==> src/rtl/kmeans_iteration_controller.sv <==
// Sequences k-means iterations: clear -> classify -> per-centroid means -> convergence eval, until converged or max_iter.
// Optional KMEANS_ITER_TIMEOUT_EN adds an 8-bit wait watchdog that raises error and forces DONE.
module kmeans_iteration_controller #(
  parameter int centroid_num = 8,
  parameter int iter_width   = 8
) (
  input  logic                  clk,
  input  logic                  rst,
  input  logic                  start,
  input  logic [iter_width-1:0] max_iter,
  output logic                  classify_start,
  input  logic                  classify_done,
  output logic                  mean_req,
  input  logic                  mean_valid,
  output logic [2:0]            cent_num,
  output logic                  convergence_reg_en,
  output logic                  convergence_regs_reset_n,
  input  logic                  has_converged,
  input  logic                  converge_res_available,
  output logic                  busy,
  output logic                  done,
  output logic                  converged,
  output logic                  error,
  output logic [iter_width-1:0] iter_count
);

  typedef enum logic [2:0] {
    IDLE     = 3'd0,
    CLEAR    = 3'd1,
    CLASSIFY = 3'd2,
    MEANS    = 3'd3,
    EVAL     = 3'd4,
    DONE     = 3'd5
  } state_t;

  localparam logic [2:0] last_cent = 3'(centroid_num - 1);

  state_t                state;
  logic [iter_width-1:0] iter_limit;
  logic [iter_width-1:0] iter_next;
  logic                  timeout;

  assign iter_next = (iter_count == '1) ? iter_count : iter_count + 1'b1;

  // The convergence block must capture the mean in the same cycle it is presented.
  assign convergence_reg_en = (state == MEANS) && mean_valid && !rst;

`ifdef KMEANS_ITER_TIMEOUT_EN
  logic [7:0] wd_cnt;
  logic       waiting;
  logic       handshake;
  logic       error_q;

  assign waiting   = (state == CLASSIFY) || (state == MEANS) || (state == EVAL);
  assign handshake = ((state == CLASSIFY) && classify_done) ||
                     ((state == MEANS) && mean_valid) ||
                     ((state == EVAL) && converge_res_available);
  assign timeout   = waiting && !handshake && (wd_cnt == 8'd254);
  assign error     = error_q;

  always_ff @(posedge clk) begin
    if (rst || !waiting || handshake) begin
      wd_cnt <= 8'd0;
    end else begin
      wd_cnt <= wd_cnt + 8'd1;
    end
  end
`else
  assign timeout = 1'b0;
  assign error   = 1'b0;
`endif

  always_ff @(posedge clk) begin
    if (rst) begin
      state                    <= IDLE;
      cent_num                 <= 3'd0;
      iter_count               <= '0;
      iter_limit               <= '0;
      busy                     <= 1'b0;
      done                     <= 1'b0;
      converged                <= 1'b0;
      classify_start           <= 1'b0;
      mean_req                 <= 1'b0;
      convergence_regs_reset_n <= 1'b0;
`ifdef KMEANS_ITER_TIMEOUT_EN
      error_q                  <= 1'b0;
`endif
    end else if (timeout) begin
      state                    <= DONE;
      busy                     <= 1'b0;
      done                     <= 1'b1;
      converged                <= 1'b0;
      classify_start           <= 1'b0;
      mean_req                 <= 1'b0;
      convergence_regs_reset_n <= 1'b1;
`ifdef KMEANS_ITER_TIMEOUT_EN
      error_q                  <= 1'b1;
`endif
    end else begin
      classify_start <= 1'b0;
      case (state)
        IDLE: begin
          convergence_regs_reset_n <= 1'b0;
          if (start) begin
            iter_limit <= max_iter;
            iter_count <= '0;
            cent_num   <= 3'd0;
            done       <= 1'b0;
            converged  <= 1'b0;
`ifdef KMEANS_ITER_TIMEOUT_EN
            error_q    <= 1'b0;
`endif
            if (max_iter == '0) begin
              state                    <= DONE;
              done                     <= 1'b1;
              convergence_regs_reset_n <= 1'b1;
            end else begin
              state <= CLEAR;
              busy  <= 1'b1;
            end
          end
        end
        CLEAR: begin
          state                    <= CLASSIFY;
          classify_start           <= 1'b1;
          convergence_regs_reset_n <= 1'b1;
        end
        CLASSIFY: begin
          if (classify_done) begin
            state    <= MEANS;
            mean_req <= 1'b1;
          end
        end
        MEANS: begin
          // cent_num parks on the last centroid for the convergence check during EVAL
          if (mean_valid) begin
            if (cent_num == last_cent) begin
              state    <= EVAL;
              mean_req <= 1'b0;
            end else begin
              cent_num <= cent_num + 3'd1;
            end
          end
        end
        EVAL: begin
          if (converge_res_available) begin
            iter_count <= iter_next;
            if (has_converged || (iter_next == iter_limit)) begin
              state     <= DONE;
              busy      <= 1'b0;
              done      <= 1'b1;
              converged <= has_converged;
            end else begin
              state                    <= CLEAR;
              cent_num                 <= 3'd0;
              convergence_regs_reset_n <= 1'b0;
            end
          end
        end
        DONE: begin
          state                    <= IDLE;
          convergence_regs_reset_n <= 1'b0;
        end
        default: begin
          state <= IDLE;
        end
      endcase
    end
  end

endmodule

==> config.mk <==
export PLATFORM = sky130hd
export DESIGN_NAME = kmeans_iteration_controller
export DESIGN_NICKNAME = d
export VERILOG_FILES = /design/src/rtl/kmeans_iteration_controller.sv
export SDC_FILE = /design/constraint.sdc
export NUM_CORES = 1
export LEC_CHECK = 0
export ABC_AREA = 1
export BUFFER_PORTS_ARGS = -buffer_cell sky130_fd_sc_hd__buf_2
export CORE_UTILIZATION = 49
export CTS_CLUSTER_SIZE = 10
export DETAILED_ROUTE_END_ITERATION = 6
export PLACE_DENSITY = 0.75
export SLEW_MARGIN = 5
export SYNTH_ARGS = -nofsm -noshare
export SYNTH_HDL_FRONTEND = slang
export SYNTH_SLANG_ARGS = --single-unit
==> constraint.sdc <==
create_clock -name clk -period 2.1 [get_ports clk]
set_clock_uncertainty 0.2 [all_clocks]
set_input_delay 0.42 -clock clk [delete_from_list [all_inputs] [get_ports clk]]
set_output_delay 0.42 -clock clk [all_outputs]
set_load 0.03 [all_outputs]
==> impl_results.md <==
* Status: finished, violations left
* Failing checks: setup timing
* Row count at 20
* Area Overhead vs Synth at 25.5%
* CP peak stage delay at slightly below 0.4 ns
* Core area at approximately 0.0031 mm²
* Number of DRC markers in iteration 0 at ~130
* Io pins at 34
* Final Setup Violations at 1
* Post-synth EDFFs at 0
* Antenna-violating nets left at 0
* Slew Limit Fails at 0
* Ys Warns at 0
* Fillers at around 280
* Max-cap violation count at 0
* Worst EP arrival at about 2.2 ns
* Critical-path maximum fanout at 7
* Area share of the largest cell type after synthesis at 0.341
* Commonest cells post-synth: nand2_1 (64), inv_1 (34), dfxtp_1 (28)
* Net Sw Frac at 0.439
* Critical path, cell by cell: ha_4 -> nand2_2 -> nor2_4 -> buf_4 -> nand2_4 -> nand3_1 -> nand2_1 -> nand3_1 -> nor2_1 -> nand2_1 -> nand2_2 -> nand2_4 -> nand3_1 -> o21ai_1 -> inv_1
* DRC viols at 0
* Crit Path Class: reg2reg
* Mapped Avg Cell Area at approximately 6.6 µm²
* Final core utilization at 0.660
* Worst path bufs/invs at 2
* H-tree depth at 1
* Cell family with most CP delay: simple AND/OR/NAND/NOR gates
* Via count of the first global-routing pass at approximately 1,500
* TritonRoute pass-1 iters at 4
* PnR worst setup slack at -0.00628 ns
* Syn nets at roughly 270
* Net switching power at around 850 µW
* Die width at ~60 µm
* Routed WL at just under 4 mm
* Area of the multi-input gates at 0.00100 mm²
* Post-Layout Cell Count at 337
* Clock period minus worst slack at approximately 2.1 ns
* Via density at a little over 5
* Fmax at 475 MHz
* Sequential cell area at 569 µm²
* CTS buffer count at 3
* CTS tree: built
* First-pass GRT wire length at approximately 6.0 mm
* Synth Instances at between 200 and 250
* Power Density at roughly 940 mW/mm²
* Full die area at between 0.003 and 0.004 mm²
* Initial antenna violation count at 0
* Sequential power share at 0.358
* Clock power share at 0.143
* Hold Buf Count CTS at 0
* Int Pwr at roughly 1100 µW
* Crit share post-route at 1.00
* Gate power share at 0.499
* RSZ-0062 raised after global routing: true
* Clk root buf: clkbuf_4
* Dpl cell area at about 0.0019 mm²
* Setup TNS at -0.00628 ns
* Fin Hold WS at 0.139 ns
* CTS clk-pin slew, worst paths at about 0.16 ns
* CP Depth at 15
* R2R cell count at 15
* Kind of end point of the critical path: flip-flop
* Largest net degree at the start of global routing at 16
* Layout cells sized above 1 at 0.300
* Main flop type after synthesis: dfxtp_1
* Worst-Skew Late Latency at between 0.3 and 0.4 ns
* Worst hold path depth at 3
* Hold Crit Class: in2reg
* Synth area leader: dfxtp_1
* Post-synth design cell area at 0.00164 mm²
* Port Buf Inserts at 32
* CTS sink count at 28
* GRT Total Usage at 0.222
* Final GP Congestion at 0.965
* Asr flop ratio synth at 0
* CP startpoint kind: flip-flop
* Hold Violations, Final at 0
* Critical Path Most Common Cell: nand3_1
* Data required, critical path at between 2 and 2.5 ns
* Diode count at 0
* Sequential fraction of the synthesis area at 0.341
* Starting Density at 0.526
* Die Y at 59.9 µm
* Synth top area cells: dfxtp_1 (34%), nand2_1 (15%), inv_1 (7.8%)
* Wire per inst at around 12 µm
* VDD IR max at between 0.7 and 0.8 mV
* Placed cell count at roughly 330
* Leakage at 0.000990 µW
* Grt total ovfl at 0
* Clock buffer depth at 2
* Final instance area at roughly 0.0021 mm²
* Register bit total from synthesis at 28
* Most common cell in the netlist: nand2_1
* Via count at approximately 1,700
* Critical-path top delay cell: dfxtp_4
* Hpwl dp at about 2.8 mm
* Nets@finish at around 310
* Library cells used by synthesis at 33
placed cells by master (no fill, tap or decap), drive strengths merged:
cell type / Yosys / routed
nand2: 70 / 71
buf: 3 / 45
inv: 35 / 35
dfxtp: 28 / 28
nor2: 27 / 27
a21oi: 24 / 24
nand3: 22 / 22
o21ai: 13 / 13
nand4: 7 / 7
clkbuf: 3 / 4
xor2: 3 / 3
ha: 3 / 3
nor3: 2 / 2
clkinv: 2 / 2
nor4: 2 / 2
xnor2: 1 / 1
xnor3: 1 / 1
a211oi: 1 / 1
o31ai: 1 / 1
conb: 1 / 1
registers in the layout (all words and copies together), names as in the netlist:
signal and flops:
busy 1, convergence_regs_reset_n 1, iter_count 8, mean_req 1
done 1, classify_start 1, iter_limit 8, converged 1
cent_num 3, state 3
worst paths after layout:
| kind | startpoint | end | slack (ns) |
|---|---|---|---|
| setup / recovery | iter_count[1] | state[2] | -0.006 |
| hold / removal | has_converged | converged | 0.14 |
| setup reg to reg | iter_count[1] | state[2] | -0.006 |
| hold reg to reg | busy | busy | 0.26 |
worst register-to-register path, cell delays in order, from the launching register on:
cell and delay [ns]:
dfxtp_4 0.39, ha_4 0.15, nand2_2 0.07, nor2_4 0.18, buf_4 0.15, nand2_4 0.07, nand3_1 0.12, nand2_1 0.06
nand3_1 0.07, nor2_1 0.05, nand2_1 0.08, nand2_2 0.07, nand2_4 0.11, nand3_1 0.08, o21ai_1 0.13, inv_1 0.04
repair_timing:
item | 4_1_cts | 5_1_grt
setup endpoints to repair | 7 | 10
setup buffers | 0 | 5
pin swaps | 0 | 6
gates cloned | 0 | 1
resized for setup | 6 | 21
power groups by stage:
stage          logic [µW]  clock network (µW)  registers [µW]
2_1_floorplan         605                   0             768
3_3_place_gp          877                   0             701
3_5_place_dp          881                   0             701
4_1_cts               888                 281             692
5_1_grt              1070                 302             704
6_report              966                 277             693
per-stage QoR:
stage                     total power, µW  setup WS (ns)
after floorplan                      1370        0.00934
final                                1940       -0.00628
after global routing                 2080         -0.143
after detailed placement             1580        -0.0327
after CTS                            1860        0.00383
after global placement               1580        0.00606
metal layers:
layer / wire (µm) / part of all wire / up-vias / track usage
met5: 0 / 0 / - / 0
met4: 40 / 0.010 / 0 / 0.0831
met3: 188 / 0.047 / 6 / 0.0433
met2: 2120 / 0.53 / 51 / 0.408
met1: 1630 / 0.41 / 764 / 0.251
li1: - / - / 886 / -
final cells by class:
type / instances / share of cell area
Tap cell: 44 / 0.0267
Timing Repair Buffer: 45 / 0.126
Sequential cell: 28 / 0.276
Clock buffer: 4 / 0.0176
Inverter: 37 / 0.0673
Multi-Input combinational cell: 179 / 0.486
cells by family after synthesis:
logic type | Yosys count | synth area share
and+or+nand+nor | 130 | 0.362
adders and majority gates | 3 | 0.0228
xor gates and xnor gates | 5 | 0.0396
buffers and inverters | 43 | 0.106
other | 1 | 0.00228
AOI/OAI and AO/OA | 39 | 0.126
DFF | 28 | 0.341
No activity file was read; power rests on OpenSTA's default activity.
